**src/rtl/lfsr_arb_pkg.sv**
```systemverilog
// Shared types, limits and LFSR tap table for the randomised-priority arbiter.
package lfsr_arb_pkg;

    localparam int unsigned LFSR_W_MIN = 3;
    localparam int unsigned LFSR_W_MAX = 16;

    typedef enum logic {
        IDLE = 1'b0,
        BUSY = 1'b1
    } state_e;

    // Maximal-length feedback taps for a shift-left LFSR; bit n set means q[n] feeds bit0.
    function automatic logic [LFSR_W_MAX-1:0] lfsr_taps(input int unsigned width);
        logic [LFSR_W_MAX-1:0] taps;
        case (width)
            3:       taps = 16'h0006;
            4:       taps = 16'h000C;
            5:       taps = 16'h0014;
            6:       taps = 16'h0030;
            7:       taps = 16'h0060;
            8:       taps = 16'h00B8;
            9:       taps = 16'h0110;
            10:      taps = 16'h0240;
            11:      taps = 16'h0500;
            12:      taps = 16'h0829;
            13:      taps = 16'h100D;
            14:      taps = 16'h2015;
            15:      taps = 16'h6000;
            16:      taps = 16'hD008;
            default: taps = 16'h0000;
        endcase
        return taps;
    endfunction

endpackage

```
**src/rtl/lfsr_arb_pick.sv**
```systemverilog
// Rotating-priority encoder: scans from a start index and returns the first eligible requester.
module lfsr_arb_pick
    import lfsr_arb_pkg::*;
#(
    parameter int unsigned REQ   = 4,
    parameter int unsigned IDX_W = 2
) (
    input  logic [REQ-1:0]   req,
    input  logic [REQ-1:0]   mask,
    input  logic             mask_vld,
    input  logic [IDX_W-1:0] start,
    output logic [REQ-1:0]   grant_c,
    output logic [IDX_W-1:0] idx_c,
    output logic             any_c
);

    logic [REQ-1:0]   masked;
    logic [REQ-1:0]   elig;
    logic [IDX_W-1:0] cand;

    // Skip the last preempted owner, unless that would leave nobody to serve.
    always_comb begin
        masked = req & ~mask;
        elig   = (mask_vld && (|masked)) ? masked : req;
    end

    // REQ is a power of two, so index arithmetic wraps modulo REQ for free.
    always_comb begin
        grant_c = '0;
        idx_c   = '0;
        any_c   = 1'b0;
        cand    = '0;
        for (int unsigned off = 0; off < REQ; off++) begin
            cand = start + IDX_W'(off);
            if (!any_c && elig[cand]) begin
                any_c         = 1'b1;
                grant_c[cand] = 1'b1;
                idx_c         = cand;
            end
        end
    end

endmodule

```
**src/rtl/lfsr_arbiter.sv**
```systemverilog
// Randomised-priority arbiter with hold-timeout preemption; LFSR picks each scan start.
module lfsr_arbiter
    import lfsr_arb_pkg::*;
#(
    parameter  int unsigned REQ      = 4,
    parameter  int unsigned LFSR_W   = 8,
    parameter  int unsigned SEED     = 1,
    parameter  int unsigned MAX_HOLD = 8,
    localparam int unsigned IDX_W    = (REQ > 1) ? $clog2(REQ) : 1
) (
    input  logic              clk,
    input  logic              reset,
    input  logic [REQ-1:0]    req,
    input  logic              seed_we,
    input  logic [LFSR_W-1:0] seed_in,
    output logic [REQ-1:0]    grant,
    output logic [IDX_W-1:0]  grant_id,
    output logic              busy,
    output logic              preempt,
    output logic [LFSR_W-1:0] lfsr_q
);

    localparam int unsigned       HOLD_W     = (MAX_HOLD > 0) ? $clog2(MAX_HOLD + 1) : 1;
    localparam logic [HOLD_W-1:0] HOLD_LAST  = HOLD_W'(MAX_HOLD - 1);
    localparam bit                PREEMPT_EN = (MAX_HOLD != 0);
    localparam logic [LFSR_W-1:0] SEED_RAW   = LFSR_W'(SEED);
    localparam logic [LFSR_W-1:0] SEED_EFF   = (SEED_RAW == '0) ? LFSR_W'(1) : SEED_RAW;
    localparam logic [LFSR_W-1:0] TAPS       = LFSR_W'(lfsr_taps(LFSR_W));
    localparam bit PARAMS_OK = (REQ >= 2) && (REQ <= 16) && ((REQ & (REQ - 1)) == 0) &&
                               (LFSR_W >= LFSR_W_MIN) && (LFSR_W <= LFSR_W_MAX) &&
                               (LFSR_W >= IDX_W);

    // Refuse to elaborate an unsupported configuration.
    if (!PARAMS_OK) begin : g_bad_params
        initial begin
            $error("lfsr_arbiter: illegal parameters REQ=%0d LFSR_W=%0d", REQ, LFSR_W);
            $fatal(1, "lfsr_arbiter: aborting on illegal parameters");
        end
    end

    state_e            state_q, state_d;
    logic [HOLD_W-1:0] hold_q, hold_d;
    logic [REQ-1:0]    mask_q, mask_d;
    logic              mask_vld_q, mask_vld_d;
    logic [REQ-1:0]    grant_d;
    logic [IDX_W-1:0]  grant_id_d;
    logic              busy_d;
    logic              preempt_d;
    logic [LFSR_W-1:0] lfsr_d;
    logic              step;

    logic [REQ-1:0]    pick_grant_c;
    logic [IDX_W-1:0]  pick_idx_c;
    logic              pick_any_c;
    logic              owner_req_c;
    logic              others_wait_c;

    lfsr_arb_pick #(
        .REQ   (REQ),
        .IDX_W (IDX_W)
    ) u_pick (
        .req      (req),
        .mask     (mask_q),
        .mask_vld (mask_vld_q),
        .start    (lfsr_q[IDX_W-1:0]),
        .grant_c  (pick_grant_c),
        .idx_c    (pick_idx_c),
        .any_c    (pick_any_c)
    );

    assign owner_req_c   = |(req & grant);
    assign others_wait_c = |(req & ~grant);

    // Next-state, grant, hold counter and mask decisions.
    always_comb begin
        state_d    = state_q;
        grant_d    = grant;
        grant_id_d = grant_id;
        preempt_d  = 1'b0;
        hold_d     = hold_q;
        mask_d     = mask_q;
        mask_vld_d = mask_vld_q;
        step       = 1'b0;
        case (state_q)
            IDLE: begin
                grant_d = '0;
                if (pick_any_c) begin
                    state_d    = BUSY;
                    grant_d    = pick_grant_c;
                    grant_id_d = pick_idx_c;
                    hold_d     = '0;
                    mask_vld_d = 1'b0;
                    step       = 1'b1;
                end
            end
            BUSY: begin
                if (hold_q != '1) begin
                    hold_d = hold_q + HOLD_W'(1);
                end
                if (!owner_req_c) begin
                    state_d = IDLE;
                    grant_d = '0;
                end else if (PREEMPT_EN && (hold_q == HOLD_LAST) && others_wait_c) begin
                    state_d    = IDLE;
                    grant_d    = '0;
                    preempt_d  = 1'b1;
                    mask_d     = grant;
                    mask_vld_d = 1'b1;
                end
            end
            default: begin
                state_d = IDLE;
                grant_d = '0;
            end
        endcase
        busy_d = |grant_d;
    end

    // Seed load wins over the decision step; the decision itself used the old value.
    always_comb begin
        lfsr_d = lfsr_q;
        if (seed_we) begin
            lfsr_d = (seed_in == '0) ? LFSR_W'(1) : seed_in;
        end else if (step) begin
            lfsr_d = {lfsr_q[LFSR_W-2:0], ^(lfsr_q & TAPS)};
        end
    end

    // State and output registers.
    always_ff @(posedge clk or posedge reset) begin
        if (reset) begin
            state_q    <= IDLE;
            hold_q     <= '0;
            mask_q     <= '0;
            mask_vld_q <= 1'b0;
            grant      <= '0;
            grant_id   <= '0;
            busy       <= 1'b0;
            preempt    <= 1'b0;
            lfsr_q     <= SEED_EFF;
        end else begin
            state_q    <= state_d;
            hold_q     <= hold_d;
            mask_q     <= mask_d;
            mask_vld_q <= mask_vld_d;
            grant      <= grant_d;
            grant_id   <= grant_id_d;
            busy       <= busy_d;
            preempt    <= preempt_d;
            lfsr_q     <= lfsr_d;
        end
    end

endmodule

```
**config.mk**
```make
export PLATFORM = sky130hd
export DESIGN_NAME = lfsr_arbiter
export DESIGN_NICKNAME = d
export VERILOG_FILES = /design/src/rtl/lfsr_arb_pkg.sv /design/src/rtl/lfsr_arb_pick.sv /design/src/rtl/lfsr_arbiter.sv
export SDC_FILE = /design/constraint.sdc
export NUM_CORES = 1
export LEC_CHECK = 0
export ABC_CLOCK_PERIOD_IN_PS = 3400
export CAP_MARGIN = 20
export CORE_UTILIZATION = 45
export CTS_BUF_LIST = sky130_fd_sc_hd__clkbuf_16
export CTS_CLUSTER_DIAMETER = 30
export CTS_CLUSTER_SIZE = 40
export DETAILED_ROUTE_END_ITERATION = 8
export GPL_TIMING_DRIVEN = 0
export PLACE_DENSITY = 0.8
export SLEW_MARGIN = 20
export SYNTH_ARGS = -nofsm -noshare
export SYNTH_HDL_FRONTEND = slang
export SYNTH_SLANG_ARGS = --single-unit
```
**constraint.sdc**
```tcl
create_clock -name clk -period 3.4 [get_ports clk]
set_input_delay 0.51 -clock clk [delete_from_list [all_inputs] [get_ports clk]]
set_output_delay 0.51 -clock clk [all_outputs]
set_load 0.02 [all_outputs]
```
==> impl_results.md <==
- Die ar.: 4679 µm²
- F_max: 305.2 MHz
- Pwr dens: 768.5 nW/µm²
- Clk sink count: 26
- Share of layout cells above drive strength 1: 0.1559
- Logic pwr share: 0.534
- Slew @ Worst Pin: 0.9633 ns
- Worst vdd ir: 0.3460 mV
- Post-Route Skew: 0.002732 ns
- Ys flop type: dfrtp_1
- Gr ovfl total: 0
- Vias in the first global route: 1,886
- Clock share of power: 0.184
- Area Growth Syn to Fin: 24.65%
- Sw Pwr: 792.3 µW
- Post-DP HPWL: 3.643 mm
- Outcome: completed
- Ant. Diodes: 0
- GPL Wtd Cong: 0.9310
- First-pass GRT wire length: 8.535 mm
- Largest fanout on the critical path: 10
- DRC: 0
- Pre-Repair DR Iteration Count: 5
- Largest net degree at the start of global routing: 27
- Crit share post-route: 0.9637
- Crit Path Class: flip-flop to flip-flop
- Switching share of power: 0.4168
- Vias per Instance: 6.150
- Sequential fraction of design power: 0.282
- Finished Cell Area: 2474 µm²
- CP Launch Type: flip-flop
- Min cycle time layout: 3.276 ns
- I/O Buffers: 28
- Post-Place Setup Slack: 0.02591 ns
- Net count after synthesis: 249
- Row count: 23
- Seq/Total Area, Yosys: 0.3285
- Crit. End Element: flip-flop
- R2R Setup Slk: 0.12 ns
- Mean post-synth cell area: 8.742 µm²
- FFs w/ async S/R, synth: 1.000
- Placed cell area: 2327 µm²
- Pint: 1109 µW
- CTS tree: built
- Worst-Skew Late Latency: 0.27 ns
- Nets@finish: 286
- Max transition margin: 0.3571
- Worst Hold Class: flip-flop to flip-flop
- Clock Tree Buf Depth: 2
- Hold Fails Final Rpt: 0
- Setup violators final: 0
- I/O pins: 31
- Post-synth EDFFs: 0
- CP Data Required Time: 3.53 ns
- Leakage: 0.001041 µW
- All-layer global routing usage: 0.2449
- Final ANT Viol Nets: 0
- Routed WL: 5.036 mm
- Fin worst setup slack: 0.1235 ns
- DR WL/cell: 16.09 µm
- Initial Utilization: 0.4822
- CP arrival: 3.41 ns
- Synth warn: 0
- Synth Instances: 227
- Routed via count: 1,925
- Antenna violations before repair: 0
- CORE AREA: 4115 µm²
- Post-Syn Area: 1984 µm²
- Die width: 68.41 µm
- H-tree depth: 1
- Hold Slack: 0.4828 ns
- Yosys reg bits: 26
- Root Buffer: clkbuf_16
- DR iter-0 viols: 316
- Cts bufs inserted: 3
- Setup Total Neg Slack: 0 ns
- Max-cap viol count: 0
- Library cells used by synthesis: 60
- Clock Pin Slew Worst Setup and Hold Paths: 0.07 ns
- Max-slew violations: 0
- Die Height: 68.41 µm
-- worst max-delay path: stages (launching register included) --
cell and delay [ns]:
dfstp_2 0.56, clkinvlp_4 0.09, ha_1 0.29, clkbuf_4 0.18, buf_2 0.19, nand2_1 0.09, o32ai_1 0.07, a211oi_1 0.28
a31oi_1 0.11, or2b_2 0.25, o221ai_2 0.11, a221o_1 0.37, or4_1 0.54
-- path summary, 6_finish.rpt --
kind	start	to	cells past startpoint
setup / recovery	lfsr_q[0]$_DFFE_PP1P_	busy$_DFF_PP0_	12
hold / removal	grant_id[1]$_DFFE_PP0P_	grant_id[1]$_DFFE_PP0P_	2
setup reg to reg	lfsr_q[0]$_DFFE_PP1P_	busy$_DFF_PP0_	12
hold reg to reg	grant_id[1]$_DFFE_PP0P_	grant_id[1]$_DFFE_PP0P_	2
max in group asynchronous	reset	lfsr_q[1]$_DFFE_PP0P_	2
min in group asynchronous	reset	lfsr_q[7]$_DFFE_PP0P_	2
-- power by group through the flow --
stage          combinational [µW]  clock, µW  sequential [µW]
2_1_floorplan                 610          0              585
3_3_place_gp                  951          0              537
3_5_place_dp                  969          0              541
4_1_cts                       989        353              538
5_1_grt                      1120        365              553
6_report                     1020        350              536
-- cells by family after synthesis --
family | share of synthesized area
simple gates | 0.1911
flops | 0.3285
mux | 0.05359
buf+inv | 0.05800
compound gates | 0.3027
fa+ha+maj | 0.04413
xor+xnor | 0.02207
-- sequential cells by signal, indices dropped and copies added, names as in the netlist --
name	count
grant	4
preempt	1
mask_q	4
mask_vld_q	1
hold_q	4
lfsr_q	8
state_q	1
grant_id	2
busy	1
-- layout make-up --
type                    count  area, µm²
clock inverters             1      30.03
well taps                  50      62.56
fillers                   360       1642
plain buffers              11      65.06
clock buffers               3      75.07
flip-flops and latches     26      653.1
inverters                  14      60.06
repair buffers             32      310.3
multi-input cells         176       1217
-- cell usage after synthesis (2+ instances only) --
cell	count	area, µm²
a211oi_1	3	22.52
a21o_1	4	30.03
a21oi_1	9	45.04
a221o_1	4	40.04
a22oi_1	3	22.52
a31oi_1	4	25.02
a41oi_2	2	32.53
and2_1	4	25.02
buf_2	5	25.02
buf_4	2	15.01
clkbuf_1	3	11.26
dfrtp_1	25	625.6
ha_1	7	87.58
inv_1	12	45.04
inv_2	2	7.510
mux2_2	4	45.04
mux2i_1	5	50.05
nand2_1	30	112.6
nand2b_1	4	25.02
nand2b_2	2	17.52
nand3_1	8	40.04
nor2_1	14	52.55
nor2b_1	3	18.77
nor3_1	2	10.01
o2111ai_1	2	17.52
o211ai_1	2	15.01
o21ai_0	18	90.09
o221ai_1	3	26.28
o22ai_1	3	18.77
o32ai_1	3	26.28
or4_1	2	15.01
xnor2_1	5	43.79
-- per-layer routing --
layer,routed length (µm),GRT usage,share of wire
met3,309,0.03667,0.061
met2,2400,0.4216,0.48
met1,2256,0.3101,0.45
met4,70,0.08073,0.014
met5,0,0,0
-- layout by cell type (no fill, tap or decap), types with 5 or more instances in the layout --
cell type / n
nor2_1: 14
o21ai_0: 18
nand3_1: 8
nand2_1: 30
dfrtp_1: 24
ha_1: 7
buf_4: 6
clkdlybuf4s50_1: 28
mux2i_1: 5
inv_1: 10
xnor2_1: 5
a21oi_1: 9
-- through the flow --
stage | instances | utilization | power [µW]
2_1_floorplan | 227 | - | 1195
3_3_place_gp | 305 | 0.5655 | 1488
3_5_place_dp | 305 | 0.5655 | 1509
4_1_cts | 310 | 0.5938 | 1880
5_1_grt | 313 | 0.6011 | 2040
6_report | 313 | 0.6011 | 1901
-- timing repair --
item | CTS | global route
resized for setup | 1 | 3
buffers inserted | 1 | 3
endpoints found under the setup margin | 1 | 1
pin swaps | 0 | 1
hold buffers | 0 | 0
Power figures use the tool's default switching activity.
